<file path="src/rtl/serial_subtractor_if.sv">
// Operand/result bundle for serial_subtractor.
// Optional macro: SUB_ADD_MODE_EN adds the op signal (0 = subtract, 1 = add).
//
// Handshake: the master raises start with a/b (and op) valid; the slave samples
// them only while idle (busy=0 and not in its result cycle). busy is high while
// bits are being processed. done pulses for one cycle when diff/bout hold the
// new result; diff/bout then stay stable until the next result is produced.
interface serial_subtractor_if #(
  parameter int WIDTH = 4
);
  logic             start;
  logic [WIDTH-1:0] a;
  logic [WIDTH-1:0] b;
`ifdef SUB_ADD_MODE_EN
  logic             op;
`endif
  logic             busy;
  logic             done;
  logic [WIDTH-1:0] diff;
  logic             bout;

`ifdef SUB_ADD_MODE_EN
  modport master (output start, a, b, op, input busy, done, diff, bout);
  modport slave  (input start, a, b, op, output busy, done, diff, bout);
`else
  modport master (output start, a, b, input busy, done, diff, bout);
  modport slave  (input start, a, b, output busy, done, diff, bout);
`endif
endinterface

</file>
<file path="src/rtl/serial_subtractor.sv">
// Bit-serial subtractor: a - b, one bit per clock, LSB first, built from one
// full-adder cell and a carry flop (a + ~b + 1). bout is the borrow (~carry).
// Optional macro: SUB_ADD_MODE_EN adds an op input latched with the operands;
// op=1 selects addition (b not inverted, carry preset 0, bout = carry out).
// dbg_state exposes the FSM state for checkers.
module serial_subtractor #(
  parameter int WIDTH = 4
) (
  input  logic                 clk,
  input  logic                 rst_n,
  serial_subtractor_if.slave   bus,
  output logic [1:0]           dbg_state
);

  localparam int CNT_W = (WIDTH > 2) ? $clog2(WIDTH) : 1;
  localparam logic [CNT_W-1:0] LAST_BIT = CNT_W'(WIDTH - 1);

  typedef enum logic [1:0] {
    IDLE = 2'd0,
    RUN  = 2'd1,
    DONE = 2'd2
  } state_t;

  state_t           state;
  state_t           state_next;

  logic [WIDTH-1:0] a_sh;
  logic [WIDTH-1:0] b_sh;
  logic [WIDTH-1:0] result;
  logic [CNT_W-1:0] cnt;
  logic             c;

  // Full-adder cell inputs and outputs for the current bit.
  logic             b_bit;
  logic             s_bit;
  logic             c_next;
  logic             c_preset;
  logic             bout_next;

`ifdef SUB_ADD_MODE_EN
  logic             op_q;

  // In add mode b passes straight through, the carry starts clear and the
  // final carry is reported as-is instead of as a borrow.
  always_comb begin
    b_bit     = op_q ? b_sh[0] : ~b_sh[0];
    c_preset  = ~bus.op;
    bout_next = op_q ? c : ~c;
  end

  // Mode flag is captured together with the operands.
  always_ff @(posedge clk or negedge rst_n) begin
    if (!rst_n) begin
      op_q <= 1'b0;
    end else if (state == IDLE && bus.start) begin
      op_q <= bus.op;
    end
  end
`else
  // Subtract only: b is always inverted and the carry starts set.
  always_comb begin
    b_bit     = ~b_sh[0];
    c_preset  = 1'b1;
    bout_next = ~c;
  end
`endif

  // Single full-adder cell.
  always_comb begin
    s_bit  = a_sh[0] ^ b_bit ^ c;
    c_next = (a_sh[0] & b_bit) | (a_sh[0] & c) | (b_bit & c);
  end

  // State register.
  always_ff @(posedge clk or negedge rst_n) begin
    if (!rst_n) begin
      state <= IDLE;
    end else begin
      state <= state_next;
    end
  end

  // Next-state logic; busy is decoded from the state.
  always_comb begin
    state_next = state;
    bus.busy   = 1'b0;
    case (state)
      IDLE: begin
        if (bus.start) begin
          state_next = RUN;
        end
      end
      RUN: begin
        bus.busy = 1'b1;
        if (cnt == LAST_BIT) begin
          state_next = DONE;
        end
      end
      DONE: begin
        state_next = IDLE;
      end
      default: begin
        state_next = IDLE;
      end
    endcase
  end

  assign dbg_state = state;

  // Datapath: operand capture, bit-serial shift, and result publication.
  // diff/bout are loaded only when leaving DONE, so they never show partial
  // results; done is registered alongside them so it marks the new value.
  always_ff @(posedge clk or negedge rst_n) begin
    if (!rst_n) begin
      a_sh     <= '0;
      b_sh     <= '0;
      result   <= '0;
      cnt      <= '0;
      c        <= 1'b0;
      bus.diff <= '0;
      bus.bout <= 1'b0;
      bus.done <= 1'b0;
    end else begin
      bus.done <= 1'b0;
      case (state)
        IDLE: begin
          if (bus.start) begin
            a_sh <= bus.a;
            b_sh <= bus.b;
            cnt  <= '0;
            c    <= c_preset;
          end
        end
        RUN: begin
          a_sh   <= a_sh >> 1;
          b_sh   <= b_sh >> 1;
          result <= {s_bit, result[WIDTH-1:1]};
          c      <= c_next;
          cnt    <= cnt + 1'b1;
        end
        DONE: begin
          bus.diff <= result;
          bus.bout <= bout_next;
          bus.done <= 1'b1;
        end
        default: begin
          cnt <= '0;
        end
      endcase
    end
  end

endmodule

</file>
<file path="src/flat_wrapper.sv">
// flat-port wrapper written by rule: the top's interface ports become plain ports
module serial_subtractor_flat 
#(
  parameter int WIDTH = 4
)
  (clk, rst_n, dbg_state, bus_start, bus_a, bus_b, bus_busy, bus_done, bus_diff, bus_bout);
  serial_subtractor_if #(.WIDTH(WIDTH)) bus_i ();
  input  logic clk;
  input  logic rst_n;
  output logic [1:0] dbg_state;
  input wire logic [$bits(bus_i.start)-1:0] bus_start;
  input wire logic [$bits(bus_i.a)-1:0] bus_a;
  input wire logic [$bits(bus_i.b)-1:0] bus_b;
  output wire logic [$bits(bus_i.busy)-1:0] bus_busy;
  output wire logic [$bits(bus_i.done)-1:0] bus_done;
  output wire logic [$bits(bus_i.diff)-1:0] bus_diff;
  output wire logic [$bits(bus_i.bout)-1:0] bus_bout;
  assign bus_i.start = bus_start;
  assign bus_i.a = bus_a;
  assign bus_i.b = bus_b;
  assign bus_busy = bus_i.busy;
  assign bus_done = bus_i.done;
  assign bus_diff = bus_i.diff;
  assign bus_bout = bus_i.bout;
  serial_subtractor #(.WIDTH(WIDTH)) u_core (.clk(clk), .rst_n(rst_n), .bus(bus_i), .dbg_state(dbg_state));
endmodule
</file>
<file path="config.mk">
export PLATFORM = sky130hd
export DESIGN_NAME = serial_subtractor_flat
export DESIGN_NICKNAME = d
export VERILOG_FILES = /design/src/rtl/serial_subtractor_if.sv /design/src/rtl/serial_subtractor.sv /design/src/flat_wrapper.sv
export SDC_FILE = /design/constraint.sdc
export NUM_CORES = 1
export LEC_CHECK = 0
export ABC_AREA = 1
export CAP_MARGIN = 20
export CORE_AREA = 2 2 52 54
export CTS_CLUSTER_DIAMETER = 50
export DETAILED_ROUTE_END_ITERATION = 10
export DIE_AREA = 0 0 54 56
export DONT_BUFFER_PORTS = 1
export GPL_ROUTABILITY_DRIVEN = 0
export PLACE_DENSITY = 0.56
export SLEW_MARGIN = 30
export SYNTH_ARGS = -nofsm -noshare
export SYNTH_HDL_FRONTEND = slang
export SYNTH_SLANG_ARGS = --single-unit
</file>
<file path="constraint.sdc">
create_clock -name clk -period 1.25 [get_ports clk]
set_input_delay 0.125 -clock clk [delete_from_list [all_inputs] [get_ports clk]]
set_output_delay 0.125 -clock clk [all_outputs]
set_load 0.02 [all_outputs]
</file>
# After elaboration in Yosys (flattened, before gate mapping)

Index checks and enable logic that the tools add are counted.

Register bits: 23
Input bits: 11
Word-level logic and storage cells: 43

Add/sub/neg operators: 1
Equality and inequality tests: 5
Muxes and demuxes: 13
Bitwise operators: 10
Reduce and logical (&&, ||, !) cells: 5

Operators by type and width:

| cell                  | count |
|---|---|
| $pmux W4 S2           | 2 |
| $mux W4               | 2 |
| $mux W2               | 3 |
| $pmux W2 S3           | 1 |
| $reduce_and A2 Y1     | 3 |
| $eq A2 B2 Y1 const B  | 2 |
| $pmux W2 S2           | 1 |
| $and A1 B1 Y1         | 3 |
| $mux W1               | 3 |
| $not A1 Y1            | 3 |
| $add A2 B1 Y2 const B | 1 |
| $eq A2 B1 Y1 const B  | 1 |
| $logic_not A2 Y1      | 1 |
| $ne A2 B1 Y1 const B  | 1 |
| $ne A2 B2 Y1 const B  | 1 |
| $or A1 B1 Y1          | 2 |
| $pmux W1 S2           | 1 |
| $reduce_bool A2 Y1    | 1 |
| $xor A1 B1 Y1         | 2 |

# Longest topological paths before layout

Depth after elaboration: 5
Mapped depth: 6
Mapped depth without buffers: 5

# Worst setup path after synthesis

No wires, ideal clock.

Path kind: register to register
From: reg u_core.state[1] (netlist: u_core.dbg_state[1])
To: reg u_core.cnt[1]
Setup time: 65 ps
Data arrival time: 1091 ps
Data required time: 1185 ps
Setup slack: 94 ps
Cell stages (with the launch flop): 7
Path buffers: 1
Period minus slack after synthesis: 1156 ps
Path through: dfrtp_1 inv_4 nand2_4 buf_6 inv_1 nand2_1 nand2_1

Cells in the longest elaborated chain, start to end: 3
Elaborated cells between the ends (all ways): 7
Those cells by class: eq/ne: 3; mux: 1; bitwise: 1; reduce/logical: 2

RTL lines:

| element                                                     | RTL line                 | RTL |
|---|---|---|
| from (decl)                                                 | serial_subtractor.sv:24  | `state_t state;` |
| from (signal assigned)                                      | serial_subtractor.sv:79  | `state <= state_next;` |
| $logic_not A2 Y1 or $eq A2 B2 Y1 (tied branches)            | serial_subtractor.sv:125 | `case (state)` |
| $ne A2 B2 Y1 (no source line) or $not A1 Y1 (tied branches) | --                       |  |
| $reduce_and A2 Y1 (no source line)                          | --                       |  |
| to (signal assigned)                                        | serial_subtractor.sv:139 | `cnt <= cnt + 1'b1;` |
| to (decl)                                                   | serial_subtractor.sv:30  | `logic [CNT_W-1:0] cnt;` |

Parallel ways exist; a longest one is shown, timed or not.
A chain may end at the register's enable or synchronous reset.

# Final worst setup path

From: reg u_core.state[0] (netlist: u_core.dbg_state[0])
To: out dbg_state[0]

RTL lines:

| element   | RTL line           | RTL |
|---|---|---|
| to (decl) | flat_wrapper.sv:10 | `output logic [1:0] dbg_state;` |

No word-level cell between the ends.

==> results.ini <==
[sta]
rsz0062_at_grt = yes
fin_crit_ns = 1.21
max_slew.worst_pin.slew_ns = 0.519
fin_crit_sh_pct = 96.7
worst_slack_ns = 0.0411
hold_violations = 0
maxSlewHeadroom_pct = 65.4
holdWs_ns = 0.0101
drv_slew = 0
finalSetupViolations = 0
finClkSkew_ns = 0.00760
fmax_ghz = 0.827

[placed_design]
io_buffers = 0
place_ws_ns = 0.132
dpl.cell_count = 151
hpwl_um = 1280
dpl_cell_area_mm2 = 0.00108

[finish]
area_growth_pct = 16.6
fin_cells = 166
regArea_um2 = 577
num_antenna_cells = 0
drive_above_1_share_pct = 17.6
nets = 150
n_fill_cell = 247
multi_input_area_um2 = 375
design_area_mm2 = 0.00123

[die]
die_y_um = 56
num_rows = 18
ios = 20
dieWidth_um = 54
start_util_pct = 43.4
die-area_mm2 = 0.00302
core-area_mm2 = 0.00243

[run]
max_cap_violations = 0

[yosys]
ys.flop_type = dfrtp_1
yosys_warnings = 0
synth_seq_area_share_pct = 54.6
synth_edf_count = 0
yosysMostFrequentCell = nand2_1
synth_area_leaders = dfrtp_1 (55%), nand2_1 (12%), inv_1 (8.2%), nand3_1 (7.1%), o21ai_1 (3.3%)
syn_nets = 134
syn_area_mm2 = 0.00105
synth_area_leader_cell = dfrtp_1
synth_top_area_share_pct = 54.6
ys_async_sr_fraction_pct = 100
synth_common_cells = nand2_1 (34), dfrtp_1 (23), inv_1 (23)
avgSynthCellArea_um2 = 8.72
ys_ff_latch = 23
netlist_instances = 121
ys_types = 17

[global_route]
grt_max_degree = 24
grt_pass1_vias = 814
track_usage_pct = 15.1
grt_pass1_wl_um = 3420
grt_overflow = 0
antenna_found_initial = 0

[hold_path]
hold_class = input pin to flop
min_delay_path_depth = 2

[setup_path]
slowest_delay_ns = 0.48
path_delay_family = flip-flops
cp_cell_sequence = buf_6 > buf_6
worst-setup-path-type = flop to output port
crit_buf_inv = 2
worstSetupEndpointType = output port
path_depth = 2
cp_slowest_cell = dfrtp_2
crit_arrival_ns = 1.08
start_kind = flop
required_ns = 1.12
rr_worst_depth = 3
worst_path_most_repeated_cell = buf_6
crit_fanout = 7

[power_and_ir_drop]
power_density_mw_per_mm2 = 2560
total_power_mw = 3.14
leakage_nw = 0.663
peakVddDrop_mv = 1.59

[detailed_routing]
drc = 0
drt-vias-per-instance = 4.86
routed_wl_um = 1970
first_pass_iters = 4
drt_iter0_markers = 8
avgRoutedWirePerCell_um = 11.8
ant_nets = 0
num_vias = 807

[clock_network]
clockBufferDepth = 2
cts_tree = done
cts-root-buf = clkbuf_4
clock_sinks = 23
clk_pin_slew_ns = 0.12
htreeDepth = 1
cts_made_buffers = 3
clock_latency_ns = 0.31

[outcome]
status = finished, final reports clean

through the flow:
stage	utilization (%)	TNS, ns
after floorplan	-	0
after global placement	44.6	0
after detailed placement	44.6	0
after CTS	49.4	0
after global routing	50.6	-0.00230
final	50.6	0
registers in the layout (all words and copies together) (netlist names):
signal	count
u_core.c	1
u_core.dbg_state	2
u_core.bus.diff	4
u_core.a_sh	4
u_core.bus.bout	1
u_core.b_sh	4
u_core.result	4
u_core.cnt	2
u_core.bus.done	1
cells by family (layout without fill, tap and decap cells):
family	after synthesis	after routing	share of synthesized area [%]
AND/OR/NAND/NOR	54	55	22.7
buffers and inverters	28	42	12.0
flip-flops	23	23	54.6
AO/OA/AOI/OAI	14	14	7.71
adder cells (fa/ha/maj)	2	2	3.08
worst paths after layout:
kind / from / to / slack (ns)
max: u_core.dbg_state[0]$_DFFE_PN0P_ / dbg_state[0] / 0.04
min: bus_start / u_core.b_sh[3]$_DFFE_PN0P_ / 0.01
max reg2reg: u_core.c$_DFFE_PN0P_ / u_core.result[3]$_DFFE_PN0N_ / 0.12
min reg2reg: u_core.c$_DFFE_PN0P_ / u_core.bus.bout$_DFFE_PN0P_ / 0.47
max in group asynchronous: rst_n / u_core.dbg_state[0]$_DFFE_PN0P_ / 0.56
min in group asynchronous: rst_n / u_core.bus.diff[0]$_DFFE_PN0P_ / 0.30
worst reg2reg max path, stage by stage, from the launching register on:
cell and delay (ns):
dfrtp_1 0.36, inv_1 0.07, fa_1 0.54, o21ai_1 0.07
layout by cell type, fill, tap and decap left out, drive strengths merged, types with 2 or more instances in the layout:
cell type	n
buf	10
clkbuf	3
dfrtp	23
dlygate4sd3	3
inv	25
nand2	38
nand3	15
nor2	2
o21ai	13
final cells by class:
| cell class | count | area share [%] |
|---|---|---|
| multi-input combinational | 71 | 30.5 |
| clock buffer | 3 | 1.83 |
| inverter | 25 | 8.04 |
| sequential | 23 | 46.9 |
| clock inverter | 1 | 0.407 |
| timing repair buffer | 13 | 9.26 |
| tap | 30 | 3.05 |
power by group:
group | switching, mW | internal, mW | leakage, nW
Sequential | 0.304 | 1.07 | 0.288
Combinational | 0.810 | 0.609 | 0.358
Clock | 0.227 | 0.120 | 0.0177
Total | 1.34 | 1.80 | 0.663
layer usage:
metal	vias up	GRT usage (%)	wire length (um)
met5	-	0	0
met4	0	7.14	38
met3	4	3.49	108
met2	18	24.4	939
met1	383	18.5	881
li1	402	-	-
repair_timing:
item,4_1_cts,5_1_grt
hold buffers,3,1
pin swaps,1,1
endpoints found under the setup margin,1,4
resized for setup,5,3
endpoints found under the hold margin,25,23
cloned,1,0
setup buffers,4,2
Power figures use the tool's default switching activity.
